<file path="src/rtl/gsim_pkg.sv">
// Shared types and constants for the Gauss-Seidel sequencer and the computation-unit wrapper.
package gsim_pkg;

  localparam int N_ROW  = 16;
  localparam int ROW_W  = 4;
  localparam int ITER_W = 8;
  localparam int NBR_W  = 6;

  // Bit positions inside nbr_mask: P = x[r+k], M = x[r-k].
  localparam int NBR_P1 = 0;
  localparam int NBR_M1 = 1;
  localparam int NBR_P2 = 2;
  localparam int NBR_M2 = 3;
  localparam int NBR_P3 = 4;
  localparam int NBR_M3 = 5;

  typedef enum logic [2:0] {
    ST_IDLE,
    ST_LOAD,
    ST_ITER,
    ST_DRAIN,
    ST_OUT
  } gsim_state_e;

endpackage

</file>
<file path="src/rtl/gsim_nbr_mask.sv">
// Neighbour-valid mask for a row: clears operands that fall outside the 0..N_ROW-1 band.
module gsim_nbr_mask
  import gsim_pkg::*;
#(
  parameter int N_ROW = gsim_pkg::N_ROW
) (
  input  logic [ROW_W-1:0] row_idx,
  output logic [NBR_W-1:0] nbr_mask
);

  always_comb begin
    nbr_mask         = '0;
    nbr_mask[NBR_P1] = int'(row_idx) < N_ROW - 1;
    nbr_mask[NBR_M1] = int'(row_idx) > 0;
    nbr_mask[NBR_P2] = int'(row_idx) < N_ROW - 2;
    nbr_mask[NBR_M2] = int'(row_idx) > 1;
    nbr_mask[NBR_P3] = int'(row_idx) < N_ROW - 3;
    nbr_mask[NBR_M3] = int'(row_idx) > 2;
  end

endmodule

</file>
<file path="src/rtl/gsim_sequencer.sv">
// Gauss-Seidel solve sequencer: loads the b vector, issues row computations for ITER sweeps,
// tracks the one-cycle computation-unit writeback and streams the result vector out.
module gsim_sequencer
  import gsim_pkg::*;
#(
  parameter int N_ROW = gsim_pkg::N_ROW,
  parameter int ITER  = 100
) (
  input  logic              clk,
  input  logic              reset,
  input  logic              in_en,
  input  logic              hold,
  output logic              b_wr_en,
  output logic [ROW_W-1:0]  b_wr_addr,
  output logic              cu_valid,
  output logic [ROW_W-1:0]  row_idx,
  output logic [NBR_W-1:0]  nbr_mask,
  output logic              fwd_sel,
  output logic              wb_en,
  output logic [ROW_W-1:0]  wb_addr,
  output logic              out_valid,
  output logic [ROW_W-1:0]  out_addr,
  output logic [ITER_W-1:0] iter_cnt,
  output logic              busy,
  output logic              done
);

  localparam logic [ROW_W-1:0]  LAST_ROW  = ROW_W'(N_ROW - 1);
  localparam logic [ITER_W-1:0] LAST_ITER = ITER_W'(ITER - 1);

  gsim_state_e       state;
  logic [ROW_W-1:0]  load_cnt;
  logic [ROW_W-1:0]  row_cnt;
  logic [ROW_W-1:0]  out_cnt;
  logic [NBR_W-1:0]  mask_raw;
  logic              issue;
  logic              in_load;

  gsim_nbr_mask #(
    .N_ROW(N_ROW)
  ) u_nbr_mask (
    .row_idx (row_cnt),
    .nbr_mask(mask_raw)
  );

  // b writes are gated by reset so an asserted reset silences the port even in IDLE.
  always_comb begin
    in_load   = (state == ST_IDLE) || (state == ST_LOAD);
    issue     = (state == ST_ITER) && !hold;
    b_wr_en   = reset && in_en && in_load;
    b_wr_addr = b_wr_en ? load_cnt : '0;
    cu_valid  = issue;
    row_idx   = issue ? row_cnt : '0;
    nbr_mask  = issue ? mask_raw : '0;
    fwd_sel   = issue && (row_cnt != '0) && wb_en && (wb_addr == row_cnt - 1'b1);
    out_valid = (state == ST_OUT);
    out_addr  = out_valid ? out_cnt : '0;
    done      = out_valid && (out_cnt == LAST_ROW);
    busy      = (state != ST_IDLE);
  end

  always_ff @(posedge clk or negedge reset) begin
    if (!reset) begin
      state    <= ST_IDLE;
      load_cnt <= '0;
      row_cnt  <= '0;
      out_cnt  <= '0;
      iter_cnt <= '0;
      wb_en    <= 1'b0;
      wb_addr  <= '0;
    end else begin
      // Computation unit has a fixed one-cycle latency, regardless of state or hold.
      wb_en   <= issue;
      wb_addr <= issue ? row_cnt : '0;
      case (state)
        ST_IDLE: begin
          if (in_en) begin
            state    <= ST_LOAD;
            load_cnt <= ROW_W'(1);
            iter_cnt <= '0;
          end
        end
        ST_LOAD: begin
          if (in_en) begin
            if (load_cnt == LAST_ROW) begin
              state    <= ST_ITER;
              load_cnt <= '0;
              row_cnt  <= '0;
              iter_cnt <= '0;
            end else begin
              load_cnt <= load_cnt + 1'b1;
            end
          end
        end
        ST_ITER: begin
          if (!hold) begin
            if (row_cnt == LAST_ROW) begin
              row_cnt  <= '0;
              iter_cnt <= iter_cnt + 1'b1;
              if (iter_cnt == LAST_ITER) begin
                state <= ST_DRAIN;
              end
            end else begin
              row_cnt <= row_cnt + 1'b1;
            end
          end
        end
        ST_DRAIN: begin
          state   <= ST_OUT;
          out_cnt <= '0;
        end
        ST_OUT: begin
          if (out_cnt == LAST_ROW) begin
            state   <= ST_IDLE;
            out_cnt <= '0;
          end else begin
            out_cnt <= out_cnt + 1'b1;
          end
        end
        default: begin
          state <= ST_IDLE;
        end
      endcase
    end
  end

endmodule
</file>
<file path="config.mk">
export PLATFORM = sky130hd
export DESIGN_NAME = gsim_sequencer
export DESIGN_NICKNAME = d
export VERILOG_FILES = /design/src/rtl/gsim_pkg.sv /design/src/rtl/gsim_nbr_mask.sv /design/src/rtl/gsim_sequencer.sv
export SDC_FILE = /design/constraint.sdc
export NUM_CORES = 1
export LEC_CHECK = 0
export CORE_MARGIN = 5
export CORE_UTILIZATION = 45
export CTS_BUF_LIST = sky130_fd_sc_hd__clkbuf_4
export CTS_CLUSTER_DIAMETER = 50
export DETAILED_ROUTE_END_ITERATION = 10
export GPL_TIMING_DRIVEN = 1
export PLACE_DENSITY = 0.82
export REMOVE_ABC_BUFFERS = 1
export SLEW_MARGIN = 20
export SYNTH_ARGS = -nofsm -noshare
export SYNTH_HDL_FRONTEND = slang
export SYNTH_SLANG_ARGS = --single-unit
</file>
<file path="constraint.sdc">
create_clock -name clk -period 2.16 [get_ports clk]
set_clock_uncertainty 0.2 [all_clocks]
set_input_delay 0.648 -clock clk [delete_from_list [all_inputs] [get_ports clk]]
set_output_delay 0.648 -clock clk [all_outputs]
set_load 0.03 [all_outputs]
</file>
==> summary.txt, run 1 <==
Die ar. = 5266 sq um
Post-Syn Area = 1762 sq um
Post-CTS Hold Fix Bufs = 0
Worst-case reg-to-reg path depth = 9
GRT Total Usage = 23.03%
Ant. Diodes = 0
Largest net degree at the start of global routing = 16
Detail Route Antenna Nets = 0
Primary FF master, synth = dfrtp_1
Commonest cells after routing, fill and taps aside = buf_4 (44), buf_6 (42), dfrtp_1 (27)
Clk sinks = 28
GRT overflow = 0
Post-synth ARST share = 100.0%
CTS buffer count = 3
Min-Delay Path Class = in -> async
CP Capture Type = output port
Vias per inst = 5.784
Max incr delay on CP = 0.43 ns
Slowest cell on the critical path = dfrtp_1
Die Ht = 72.57 microns
Layout fillers = 191
Clock tree buffer depth = 2
Worst R2R Setup Slack = 0.02 ns
Final hold viol count = 0
Initial antenna violation count = 0
Crit start category = flip-flop
Reg2reg end = iter_cnt[3]
Power per cell area = 943.6 nW/um^2
Crit path cell chain = inv_2 > ha_4 > xor2_1 > nand3_1 > and4bb_2 > buf_6
Setup slack after layout = -0.4816 ns
IO buf count = 40
Post-Route WL = 6194 microns
Post-DP HPWL = 3371 microns
Die X = 72.57 microns
Post-synth EDFFs = 0
Clk pin slew, worst setup/hold paths = 0.16 ns
CTS tree = yes
Slew @ Worst Pin = 0.3625 ns
Vias = 1955
Std-Cell Rows = 22
Upper clock frequency limit = 378.6 MHz
Met3 usage = 2.755%
WP data arrival = 1.79 ns
RSZ-0062 raised after global routing = true
Final setup fails = 24
Final Util = 80.98%
Max-slew violations = 0
Synth Register Bits = 28
Violated checks = negative setup slack
Period utilisation layout = 122.3%
Final setup TNS = -8.294 ns
Share of layout cells above drive strength 1 = 48.97%
Tmin final = 2.642 ns
Worst setup path start = row_cnt[0]
Busiest grt layer = met2
Distinct cell type count after synthesis = 52
GP Congestion = 0.8703
Slew margin rel. = 75.84%
Root buffer cell = clkbuf_4
Vias in the first global route = 1977
Htree depth = 1
Drt first pass iters = 4
GR met1 Demand/Resource = 27.99%
Critical path type = reg -> out
Critical path endpoint = fwd_sel
Avg Cell Area, Syn = 9.175 sq um
DR WL/cell = 18.33 microns
Layout area overhead = 70.81%
Cells after Synth = 192
Commonest non-fill, non-tap cell in the layout = buf_4
First-pass GRT wire length = 9528 microns
Sequential area share after synthesis = 39.77%
Core area = 3716 sq um
Post-layout nets = 303
Worst path required time = 1.31 ns
Leakage = 1.388 nW
# DRC = 0
Max cap viols = 0
Initial cell density of the core = 47.41%
Overall power = 2.839 mW
Outcome = complete, but fails checks
I/O Pins = 41
Peak VDD IR = 0.0006315 V
Synth warn = 0
Met2 Track Usage GR = 41.38%
Worst reg2reg path startpoint = state[0]
Crit-path max FO = 4
Skew-Pair Late Insertion Delay = 0.34 ns
DRT iter0 DRCs = 127
==> where the power goes <==
group	total (mW)	internal, mW	switching, mW
clock	0.233	0.0683	0.165
sequential	0.755	0.626	0.130
combinational	1.85	0.909	0.942
total	2.84	1.60	1.24
==> area by class of cell <==
type,count,area (sq um),area share [%]
well taps,48,60.06,1.996
clock buffers,3,22.52,0.7484
repair buffers,102,943.4,31.35
clock inverters,1,3.754,0.1247
multi-input cells,142,1220,40.54
inverters,14,57.56,1.913
flip-flops and latches,28,701.9,23.33
==> metal layers <==
metal  wire [microns]  vias up
met5                0        -
met4              159        0
met3              310       17
met2             3294       98
met1             2430      940
li1                 -      900
==> state kept, by name, summed over array words and instances, names as in the netlist <==
register / count
iter_cnt: 8
load_cnt: 4
out_cnt: 4
row_cnt: 4
state: 3
wb_addr: 4
wb_en: 1
==> how the worst min path moves through the flow <==
stage	from	endpoint
detailed placement	load_cnt[1]	load_cnt[1]
CTS	reset	load_cnt[0]
global placement	load_cnt[1]	load_cnt[1]
floorplan	reset	iter_cnt[0]
global route	reset	state[1]
finish	reset	state[1]
==> Yosys cell counts, types with 2 or more instances <==
cell type	count	area share, %
ha_1	8	5.7
inv_1	13	2.8
clkbuf_1	3	0.64
a41o_1	2	1.1
o21ai_0	10	2.8
a22o_1	2	0.99
buf_6	2	1.3
and3_1	10	3.6
nand2b_1	4	1.4
xor2_1	3	1.5
a21oi_1	11	3.1
o211ai_1	3	1.3
xnor2_1	4	2.0
nand2_1	19	4.0
nor3_1	4	1.1
o21a_1	3	1.3
a31oi_1	2	0.71
o2111ai_1	2	0.99
or3_1	2	0.71
mux2i_1	3	1.7
nor2_1	10	2.1
o31ai_1	2	0.85
and2_1	4	1.4
dfrtp_1	28	40
buf_2	2	0.57
a311oi_1	2	0.99
nand3_1	8	2.3
or4_1	2	0.85
==> per-stage QoR <==
stage	cell area (sq um)	instances	hold WS, ns	setup WS, ns
after floorplan	1710	184	0.1524	-0.7367
after global placement	2406	311	0.3095	-0.4896
after detailed placement	2406	311	0.3114	-0.5530
after CTS	2765	328	0.3140	-0.4315
after global routing	3009	338	0.3552	-0.5903
final	3009	338	0.3517	-0.4816
==> kinds of logic after synthesis <==
| family | count (synthesis) | share of synthesized area (%) |
|---|---|---|
| mux | 4 | 2.344 |
| simple gates | 78 | 25.64 |
| compound gates | 45 | 17.19 |
| fa+ha+maj | 8 | 5.682 |
| xor+xnor | 7 | 3.480 |
| buf+inv | 22 | 5.895 |
| flops | 28 | 39.77 |
==> timing repair <==
| item | in CTS | in global routing |
|---|---|---|
| pin swaps | 10 | 12 |
| setup buffers | 13 | 13 |
| setup endpoints to repair | 40 | 34 |
| resized for setup | 91 | 36 |
==> critical path: cells and delay by family (launching register included) <==
family / cells / cell delay, ns
XOR/XNOR: 1 / 0.16
flip-flops: 1 / 0.43
buffers and inverters: 2 / 0.24
AND/OR/NAND/NOR: 2 / 0.39
adder cells (fa/ha/maj): 1 / 0.22
(Power assumes the default switching activity.)
==> run 2: changes to the inputs <==
Settings changed: CAP_MARGIN set to 5, RECOVER_POWER set to 25.
==> run 2 against run 1 <==
  * The run still ends with negative setup slack left
  * First-iteration DRC count up 6.3%
  * Worst hold slack better by 0.024 ns
  * Core utilization shrank 0.20 points
  * Clock power hardly changed
  * Register-to-register slack is essentially flat
  * Critical path depth stayed put
  * Combinational power hardly changed
  * Critical path type unchanged
==> summary.txt, run 2 (synthesized netlist as in run 1, its figures left out) <==
Outcome = complete, but fails checks
Violated checks = negative setup slack
Clk sinks = 28 (unchanged)
DR WL/cell = 18.46 microns (+0.74%)
WP data arrival = 1.79 ns (about the same)
Detail Route Antenna Nets = 0 (unchanged)
GP Congestion = 0.8703 (unchanged)
Power per cell area = 947.9 nW/um^2 (+0.47%)
Initial cell density of the core = 47.41% (unchanged)
Worst path required time = 1.31 ns (about the same)
Final setup TNS = -8.297 ns (-0.003010 ns)
Max cap viols = 0 (unchanged)
Final Util = 80.77% (-0.20 points)
Worst R2R Setup Slack = 0.01 ns (about the same)
Biggest register = iter_cnt
Die X = 72.57 microns (unchanged)
Upper clock frequency limit = 378.6 MHz (about the same)
Root buffer cell = clkbuf_4
Tmin final = 2.641 ns (-0.0005260 ns)
IO buf count = 40 (unchanged)
Slowest cell on the critical path = dfrtp_1
Min-Delay Path Class = in -> async
Dpl ws = -0.5530 ns (unchanged)
DRT iter0 DRCs = 135 (+6.3%)
Die Ht = 72.57 microns (unchanged)
Std-Cell Rows = 22 (unchanged)
Max incr delay on CP = 0.43 ns (about the same)
Vias per inst = 5.817 (+0.56%)
Post-layout nets = 303 (unchanged)
Final hold viol count = 0 (unchanged)
Setup slack after layout = -0.4811 ns (+0.0005260 ns)
Post-CTS Hold Fix Bufs = 0 (unchanged)
Drt first pass iters = 4 (unchanged)
I/O Pins = 41 (unchanged)
Post-DP HPWL = 3371 microns (unchanged)
Area occupied by multi-input gates = 1220 sq um (unchanged)
Initial antenna violation count = 0 (unchanged)
Slew margin rel. = 49.87% (-26 points)
Max reg flops = 8 (unchanged)
CP Capture Type = output port
Share of layout cells above drive strength 1 = 48.28% (-0.69 points)
Overall power = 2.845 mW (+0.21%)
DP Area = 2406 sq um (unchanged)
Die ar. = 5266 sq um (unchanged)
Post-Route WL = 6240 microns (+0.74%)
Leakage = 1.380 nW (-0.55%)
Vias in the first global route = 1977 (unchanged)
Design area = 3002 sq um (-0.25%)
Largest net degree at the start of global routing = 16 (unchanged)
Layout fillers = 194 (+1.6%)
Crit path cell chain = inv_2 > ha_4 > xor2_1 > nand3_1 > and4bb_2 > buf_6
Peak VDD IR = 0.0006333 V (+0.29%)
Commonest cells after routing, fill and taps aside = buf_6 (42), buf_4 (40), dfrtp_1 (27)
Core area = 3716 sq um (unchanged)
GRT Total Usage = 23.03% (unchanged)
Skew-Pair Late Insertion Delay = 0.34 ns (about the same)
Vias = 1966 (+0.56%)
RSZ-0062 raised after global routing = true
Critical path type = reg -> out
Max-slew violations = 0 (unchanged)
Slew @ Worst Pin = 0.7520 ns (+0.3895 ns)
Crit-path max FO = 4 (unchanged)
CTS tree = yes
First-pass GRT wire length = 9528 microns (unchanged)
Clk pin slew, worst setup/hold paths = 0.16 ns (about the same)
Period utilisation layout = 122.3% (about the same)
Register area = 701.9 sq um (unchanged)
Clock tree buffer depth = 2 (unchanged)
Ant. Diodes = 0 (unchanged)
Final setup fails = 24 (unchanged)
Htree depth = 1 (unchanged)
GRT overflow = 0 (unchanged)
Commonest non-fill, non-tap cell in the layout = buf_6
CTS buffer count = 3 (unchanged)
# DRC = 0 (unchanged)
Layout area overhead = 70.38%
Crit start category = flip-flop
-- run 2: changes by cell type in the layout (fill, tap and decap cells not counted) --
cell | previous run | this run
buf_4 | 44 | 40
clkbuf_1 | 0 | 2
clkbuf_4 | 3 | 5
-- run 2: through the flow --
stage / cells / hold slack, ns
final: 338 / 0.3754
after global routing: 338 / 0.3930
after CTS: 328 / 0.3140
after detailed placement: 311 / 0.3114
after floorplan: 184 / 0.1524
after global placement: 311 / 0.3095
-- run 2: final timing paths --
path / endpoint / cells after the start / from
worst max-delay path: fwd_sel / 6 / row_cnt[0]
worst min-delay path: state[1] / 2 / reset
worst max register to register: iter_cnt[3] / 9 / state[0]
worst min register to register: iter_cnt[0] / 1 / iter_cnt[0]
max in group asynchronous: state[0] / 2 / reset
min in group clk: iter_cnt[0] / 1 / iter_cnt[0]
-- run 2: final cells by class --
cell class | count | area share, %
Clock buffer | 3 | 0.7503
Clock inverter | 1 | 0.1251
Inverter | 14 | 1.917
Multi-Input combinational cell | 142 | 40.64
Timing Repair Buffer | 102 | 31.18
Tap cell | 48 | 2.001
Sequential cell | 28 | 23.38
-- run 2: critical path: cells and delay by family (launching register included) --
kind	cells	cell delay (ns)
xor+xnor	1	0.16
fa+ha+maj	1	0.22
buf+inv	2	0.24
flops	1	0.43
simple gates	2	0.39
-- run 2: metal layers --
metal / global-route usage, % / up-vias / share of wire, %
met5: 0 / - / 0
met3: 2.755 / 16 / 4.6
met1: 27.99 / 965 / 40
met2: 41.38 / 86 / 53
met4: 8.607 / 0 / 2.4
li1: - / 899 / -
-- run 2: timing repair --
| action | CTS | global route |
|---|---|---|
| buffers inserted | 13 | 13 |
| pin swaps | 10 | 12 |
| setup endpoints to repair | 40 | 34 |
| endpoints found under the hold margin | 0 | 0 |
| resized for setup | 91 | 36 |
-- run 2: power by group --
group | switching, mW | internal (mW) | leakage, nW
sequential | 0.130 | 0.626 | 0.375
clock | 0.166 | 0.0683 | 0.0154
combinational | 0.949 | 0.907 | 0.990
total | 1.24 | 1.60 | 1.38
==> run 3: changes to the inputs <==
Settings changed: CORE_MARGIN 5 to 2.
==> run 3 against run 2 <==
  * The run still ends with negative setup slack left
  * Total power decreased by 3.1%
  * Critical path depth decreased by 1
  * Core utilization shrank 3.3 points
  * Worst setup slack gained 0.013 ns
  * Critical path type unchanged
  * Global-route usage grew 2.5 points
  * Register-to-register slack about the same
  * Routed wire length fell by 9.6%
  * First-iteration DRC count grew 2.2%
  * Via count down 3.1%
  * Sequential power down 1%
  * Sequential share of layout area increased by 1.0 points
  * Highest routed layer unchanged
==> summary.txt, run 3 (synthesized netlist as in run 1, its figures left out) <==
Max reg flops = 8 (unchanged)
CTS buffer count = 3 (unchanged)
Min-Delay Path Class = in -> async
Crit-path max FO = 4 (unchanged)
Peak VDD IR = 0.0007167 V (+13%)
Clock tree buffer depth = 2 (unchanged)
DR WL/cell = 16.79 microns (-9.1%)
Clk pin slew, worst setup/hold paths = 0.15 ns (about the same)
Slew @ Worst Pin = 0.8231 ns (+0.07111 ns)
Post-CTS Hold Fix Bufs = 0 (unchanged)
IO buf count = 40 (unchanged)
GRT Total Usage = 25.56% (+2.5 points)
Initial antenna violation count = 0 (unchanged)
Violated checks = negative setup slack
Reg power frac = 27.1% (+0.5 points)
Worst R2R Setup Slack = 0.02 ns (about the same)
Critical path type = reg -> out
Biggest register = iter_cnt
Die X = 66.57 microns (-8.3%)
CP Capture Type = output port
Clock power frac = 8.3% (about the same)
Crit start category = flip-flop
Non-Filler Instances = 336 (-0.59%)
Internal = 1.553 mW (-3.0%)
Vias in the first global route = 1829 (-7.5%)
Layout area overhead = 63.35%
Outcome = complete, but fails checks
DRT iter0 DRCs = 138 (+2.2%)
Worst path required time = 1.31 ns (about the same)
Power per cell area = 958.0 nW/um^2 (+1.1%)
Post-layout nets = 301 (-0.66%)
Largest net degree at the start of global routing = 16 (unchanged)
Slew margin rel. = 45.13% (-4.7 points)
Die Ht = 66.57 microns (-8.3%)
Initial cell density of the core = 47.41% (unchanged)
Layout fillers = 230 (+19%)
Worst reg2reg path startpoint = state[2]
Detail Route Antenna Nets = 0 (unchanged)
GRT overflow = 0 (unchanged)
Switch Pwr = 1.203 mW (-3.3%)
Final hold viol count = 0 (unchanged)
Combinational group share of total power = 64.6% (-0.6 points)
# DRC = 0 (unchanged)
Max-slew violations = 0 (unchanged)
Final setup fails = 24 (unchanged)
Area occupied by multi-input gates = 1141 sq um (-6.5%)
Post-Route WL = 5640 microns (-9.6%)
RSZ-0062 raised after global routing = true
Register area = 701.9 sq um (unchanged)
Period utilisation layout = 121.7% (-0.59 points)
CTS tree = yes
Commonest cells after routing, fill and taps aside = buf_4 (47), buf_6 (34), dfrtp_1 (27)
Core area = 3716 sq um (unchanged)
Overall power = 2.757 mW (-3.1%)
Std-Cell Rows = 22 (unchanged)
I/O Pins = 41 (unchanged)
GP Congestion = 0.8389 (-3.6%)
Upper clock frequency limit = 380.5 MHz (+0.49%)
WP data arrival = 1.78 ns (about the same)
Ant. Diodes = 0 (unchanged)
Root buffer cell = clkbuf_4
Skew-Pair Late Insertion Delay = 0.33 ns (about the same)
Sw frac = 43.65% (-0.079 points)
Commonest non-fill, non-tap cell in the layout = buf_4
Drt first pass iters = 4 (unchanged)
Vias = 1906 (-3.1%)
Max cap viols = 0 (unchanged)
Post-DP HPWL = 3373 microns (about the same)
Worst-case reg-to-reg path depth = 6 (-3)
Htree depth = 1 (unchanged)
Leakage = 1.359 nW (-1.6%)
Tmin final = 2.628 ns (-0.01277 ns)
First-pass GRT wire length = 8707 microns (-8.6%)
Reg2reg end = row_cnt[3]
Setup slack after layout = -0.4683 ns (+0.01277 ns)
Share of layout cells above drive strength 1 = 44.79% (-3.5 points)
Placed cell count = 310 (-0.32%)
Vias per inst = 5.673 (-2.5%)
Clk sinks = 28 (unchanged)
Die ar. = 4432 sq um (-16%)
## run 3: cell count changes in the layout (fill, tap and decap cells not counted), sizes merged
cell,change
buf,-1
clkbuf,-1
## run 3: per-layer routing
layer  wire, microns  vias to the layer above  GRT usage (%)
met5               0                        -              0
met4             171                        0          7.653
met3             292                       16          2.365
met2            2923                       76          46.25
met1            2252                      929          32.07
li1                -                      885              -
## run 3: stage by stage
step | hold WS [ns] | utilization [%] | area [sq um] | setup WS, ns | setup TNS (ns)
finish | 0.3466 | 77.44 | 2878 | -0.4683 | -6.742
global route | 0.3780 | 77.44 | 2878 | -0.5124 | -7.885
CTS | 0.3045 | 75.22 | 2795 | -0.4108 | -6.187
detailed placement | 0.3088 | 64.55 | 2399 | -0.5034 | -11.38
global placement | 0.3044 | 64.55 | 2399 | -0.4852 | -10.78
floorplan | 0.1524 | - | 1710 | -0.7367 | -4.704
## run 3: area by class of cell
type | count | area share, %
multi-input combinational | 142 | 39.65
timing repair buffer | 100 | 30.96
sequential | 28 | 24.39
tap | 48 | 2.087
inverter | 14 | 2.000
clock buffer | 3 | 0.7826
clock inverter | 1 | 0.1304
## run 3: repair_timing
item | 4_1_cts | 5_1_grt
endpoints found under the hold margin | 0 | 0
pin swaps | 8 | 14
buffers inserted | 19 | 12
setup endpoints to repair | 41 | 31
resized for setup | 91 | 16
## run 3: worst max-delay path, stage by stage (launching register included)
cell and delay [ns]:
dfrtp_2 0.47, nor3b_4 0.30, nand2b_4 0.13, a21oi_4 0.16
and4bb_2 0.25, buf_6 0.13
## run 3: power by group through the flow
| stage | combinational [mW] | sequential [mW] | clock, mW |
|---|---|---|---|
| after CTS | 1.60 | 0.736 | 0.224 |
| after global placement | 1.23 | 0.737 | 0 |
| after global routing | 1.90 | 0.761 | 0.247 |
| final | 1.78 | 0.747 | 0.229 |
| after floorplan | 0.656 | 0.803 | 0 |
| after detailed placement | 1.27 | 0.743 | 0 |
## run 3: how the worst max path moves through the flow
stage	slack, ns	end	from	depth (start not counted)
finish	-0.47	fwd_sel	state[2]	5
global placement	-0.49	fwd_sel	hold	5
CTS	-0.41	fwd_sel	row_cnt[1]	6
detailed placement	-0.50	fwd_sel	hold	5
global route	-0.51	fwd_sel	row_cnt[0]	6
floorplan	-0.74	fwd_sel	state[2]	4
==> RTL change 1 (config.mk and constraints of run 1) <==
Make the reset (`reset`) synchronous in one clocked block.
--- a/src/rtl/gsim_sequencer.sv
+++ b/src/rtl/gsim_sequencer.sv
@@ -59,7 +59,7 @@
     busy      = (state != ST_IDLE);
   end
 
-  always_ff @(posedge clk or negedge reset) begin
+  always_ff @(posedge clk) begin
     if (!reset) begin
       state    <= ST_IDLE;
       load_cnt <= '0;
Formal check against the unedited RTL: differs if reset is asserted again (counterexample within 4 cycles, from zero or initial values and one cycle with reset low); with reset held inactive, the same outputs for 10 cycles.
==> RTL change 1 against run 1 <==
  * The run still ends with setup timing left
  * Routed wire length down 10%
  * Synthesized cell count grew 5.7%
  * Sequential share of layout area down 3.2 points
  * Sequential cell count stayed put
  * Worst setup slack better by 0.083 ns
  * Synthesized area is 3.7% lower
  * Final area is 4.8% lower
  * Critical path type unchanged
  * Highest routed layer unchanged
Power is not compared: it rests on default switching activity, and its combinational part moved more than twofold at a synthesized area within 25%.
==> RTL change 1: results (changes against run 1) <==
----------------------------------------------------
[Timing]
  Worst path setup slack after routing ... -0.399 ns (+0.0830 ns)
  Final setup violation count ... 24 (unchanged)

[Routing]
  Routed WL per cell ... 16.4 um (-10%)
  Drt initial violations ... 118 (-7.1%)
  Met3 routed wirelength ... 254 um (-18%)
  Routed met1 length ... 2300 um (-5.6%)
  DR WL met2 ... 2890 um (-12%)
  Vias post-DR ... 1858 (-5.0%)

[Setup path]
  WP data arrival ... 1.71 ns (-0.08 ns)
  Maximum cell stage delay along the critical path ... 0.36 ns (-0.07 ns)
  Highest fanout seen on the critical path ... 2 (-2)

[Worst hold path]
  Worst hold-check path type ... reg -> reg

[Run status]
  Run status ... finished, violations left
  Violations in the final reports ... setup timing

[Finish]
  Filler instances ... 257 (+35%)
  Area growth from synthesis to final layout ... 68.9%
  Non-filler cells, final ... 339 (+0.30%)
  Final net count ... 305 (+0.66%)

[Logic synthesis]
  Share of synthesized area occupied by flip-flops and latches ... 33.0% (-6.7 points)
  Synth async-reset ratio ... 0% (-100 points)
  Leading cell types by total area after synthesis ... sky130_fd_sc_hd__dfxtp_1 33%, sky130_fd_sc_hd__ha_1 5.9%, sky130_fd_sc_hd__and3_1 5.2%
  Avg Synthesized Cell Area ... 8.36 sq um (-8.9%)
  Unique cell type count in the Yosys netlist ... 48 (-7.7%)
  Most used standard cells in the synthesized netlist ... 28 x sky130_fd_sc_hd__dfxtp_1, 14 x sky130_fd_sc_hd__and3_1, 14 x sky130_fd_sc_hd__nor2_1

[Global route]
  First-pass GRT wire length ... 8740 um (-8.2%)
  Largest net degree at the start of global routing ... 15 (-1)
  GRT Overall Usage ... 21.1% (-1.9 points)

[Placement]
  DP Wirelength ... 3350 um (-0.58%)
  Placement Cell Area ... 2340 sq um (-2.9%)
  Post-Place Worst Slack ... -0.541 ns (+0.0122 ns)
  Global placer's final weighted congestion ... 0.854 (-1.9%)
  Placed instance count ... 319 (+2.6%)

----------------------------------------------------
==> RTL change 1: path summary, 6_finish.rpt <==
| check | depth (start not counted) | to | from | slack [ns] |
|---|---|---|---|---|
| max | 5 | fwd_sel | row_cnt[3]$_SDFFE_PN0P_ | -0.40 |
| min | 2 | iter_cnt[1]$_SDFFE_PN0P_ | iter_cnt[1]$_SDFFE_PN0P_ | 0.31 |
| max reg2reg | 11 | row_cnt[0]$_SDFFE_PN0P_ | row_cnt[1]$_SDFFE_PN0P_ | 0.06 |
| min reg2reg | 2 | iter_cnt[1]$_SDFFE_PN0P_ | iter_cnt[1]$_SDFFE_PN0P_ | 0.31 |
==> RTL change 1: timing repair <==
action,CTS,global route
cloned,0,0
endpoints found under the hold margin,0,0
setup buffers,13,6
resized for setup,98,27
endpoints found under the setup margin,37,25
pin swaps,18,11
==> RTL change 1: worst reg2reg max path, cell delays in order, from the launching register on <==
cell and delay, ns:
sky130_fd_sc_hd__dfxtp_2 0.35, sky130_fd_sc_hd__buf_4 0.17, sky130_fd_sc_hd__ha_2 0.21, sky130_fd_sc_hd__and3_4 0.21, sky130_fd_sc_hd__nor3_4 0.05, sky130_fd_sc_hd__buf_4 0.12
sky130_fd_sc_hd__buf_4 0.12, sky130_fd_sc_hd__buf_4 0.12, sky130_fd_sc_hd__buf_4 0.12, sky130_fd_sc_hd__buf_4 0.12, sky130_fd_sc_hd__mux2i_1 0.15, sky130_fd_sc_hd__nor2_1 0.06
==> RTL change 1: area by class of cell <==
type,instances,share of cell area (%)
Clock buffer,3,0.786
Inverter,11,1.70
Multi-Input combinational cell,153,44.4
Sequential cell,28,20.1
Tap cell,48,2.10
Timing Repair Buffer,96,31.0
==> RTL change 1: cell families after synthesis <==
kind of cell             synth area share (%)
flip-flops                               33.0
multiplexers                             1.18
XOR/XNOR                                 4.13
adder cells (fa/ha/maj)                  5.90
AO/OA/AOI/OAI                            18.4
AND/OR/NAND/NOR                          31.3
buffers and inverters                    5.97
==> RTL change 1: where the power goes <==
| part | internal [mW] | leakage [nW] | total [mW] | switching, mW |
|---|---|---|---|---|
| combinational | 0.389 | 1.02 | 0.764 | 0.375 |
| clock | 0.0656 | 0.0138 | 0.212 | 0.147 |
| sequential | 0.549 | 0.230 | 0.586 | 0.0373 |
==> RTL change 1: metal layers <==
layer | GRT usage (%) | up-vias
li1 | - | 920
met1 | 24.9 | 870
met2 | 37.1 | 56
met3 | 3.09 | 12
met4 | 10.2 | 0
met5 | 0 | -
==> RTL change 2 (settings of run 1) <==
Without the edit above. Set the package constant `ITER_W` to 10 (it was 8).
--- a/src/rtl/gsim_pkg.sv
+++ b/src/rtl/gsim_pkg.sv
@@ -3,7 +3,7 @@
 
   localparam int N_ROW  = 16;
   localparam int ROW_W  = 4;
-  localparam int ITER_W = 8;
+  localparam int ITER_W = 10;
   localparam int NBR_W  = 6;
 
   // Bit positions inside nbr_mask: P = x[r+k], M = x[r-k].
Ports: changed (resized iter_cnt); port bits go from 41 to 43. The function was not compared with the original's and may differ.
==> RTL change 2 against run 1 <==
  * The run still ends with setup timing left
  * Synthesized area increased by 3.9%
  * Worst setup slack got worse by 0.29 ns
  * Core utilization is 0.12 points higher
  * Register-to-register slack worse by 0.31 ns
  * Final area up 7.0%
  * Sequential cell count is 2 higher
  * Power shrank 25%
  * Global-route usage down 1.2 points
  * Routed wire length grew 15%
  * Sequential power decreased by 9.0%
  * Critical path depth rose by 2
  * Non-clock buffer count up 2
  * Critical path type unchanged
  * Critical endpoint unchanged
  * Largest cell class unchanged
==> RTL change 2: results (changes against run 1) <==
----------------------------------------------------
[Timing]
  Worst path setup slack after routing ... -0.768 ns (-0.287 ns)
  Final setup violation count ... 36 (+50%)
  Relative slew margins ... 64.0% (-12 points)

[Finish]
  Max FFs per register ... 10 (+2)
  Final net count ... 320 (+5.6%)
  Ratio of cells with drive above 1 in the final layout ... 48.5% (-0.43 points)

[Setup path]
  Destination of the worst register-to-register timing path ... iter_cnt[7]$_DFFE_PN0P_
  Depth of the worst register-to-register path ... 10 (+1)

[Run status]
  Run status ... finished, violations left
  Violations in the final reports ... setup timing

[Routing]
  Vias post-DR ... 2148 (+9.9%)
  Routed WL per cell ... 19.9 um (+8.4%)
  Met3 routed wirelength ... 473 um (+53%)
  Detailed-route wire length ... 7110 um (+15%)

[Placement]
  Placed instance count ... 332 (+6.8%)
  Global placer's final weighted congestion ... 0.846 (-2.8%)
  DP Wirelength ... 3630 um (+7.6%)

[Global route]
  Largest net degree at the start of global routing ... 29 (+13)
  Via count of the first global-routing pass ... 1898 (-4.0%)
  GRT Overall Usage ... 21.9% (-1.2 points)
  Global Route met3 Usage ... 4.92% (+2.2 points)
  First-pass GRT wire length ... 9120 um (-4.3%)

[Logic synthesis]
  Unique cell type count in the Yosys netlist ... 44 (-15%)
  Share of synthesized area occupied by flip-flops and latches ... 41.0% (+1.2 points)

[Power and ir drop]
  Leakage power ... 1.51 nW (+8.7%)
  Worst VDD drop ... 457 uV (-28%)

[Clock tree]
  Post-CTS resize count ... 74 (-19%)
  Number of post-CTS setup repair buffers ... 7 (-6)

----------------------------------------------------
-- RTL change 2: worst max-delay path, stage by stage (launching register included) --
cell	delay (ns)
sky130_fd_sc_hd__dfrtp_1	0.39
sky130_fd_sc_hd__inv_2	0.10
sky130_fd_sc_hd__buf_12	0.13
sky130_fd_sc_hd__ha_4	0.16
sky130_fd_sc_hd__xnor2_2	0.14
sky130_fd_sc_hd__xnor2_1	0.15
sky130_fd_sc_hd__or3_4	0.37
sky130_fd_sc_hd__a31oi_4	0.16
sky130_fd_sc_hd__buf_6	0.15
-- RTL change 2: layout make-up --
class                   count  area [sq um]
diodes                      1          2.50
clock buffers               5          37.5
clock inverters             1          3.75
fillers                   220           751
inverters                  12          57.6
multi-input cells         155          1300
flip-flops and latches     30           751
well taps                  50          62.6
repair buffers            104          1010
-- RTL change 2: per-stage QoR --
step	power [mW]	hold slack [ns]	area, sq um	worst slack (ns)
floorplan	1.10	0.152	1790	-0.789
global placement	1.46	0.313	2550	-0.999
finish	2.14	0.268	3220	-0.768
detailed placement	1.49	0.312	2550	-1.05
global route	2.24	0.294	3220	-0.812
CTS	1.92	0.284	2800	-0.674
-- RTL change 2: power groups by stage --
stage | Combinational [mW] | Sequential [mW] | Clock (mW)
CTS | 0.932 | 0.680 | 0.306
global route | 1.20 | 0.698 | 0.337
floorplan | 0.369 | 0.731 | 0
detailed placement | 0.801 | 0.686 | 0
finish | 1.14 | 0.687 | 0.315
global placement | 0.778 | 0.686 | 0
-- RTL change 2: logic make-up after synthesis --
family	Yosys count	synth area share (%)
AO/OA/AOI/OAI	47	16.7
XOR/XNOR	4	1.91
adder cells (fa/ha/maj)	8	5.47
buffers and inverters	20	4.72
flip-flops	30	41.0
multiplexers	6	3.42
AND/OR/NAND/NOR	90	26.8
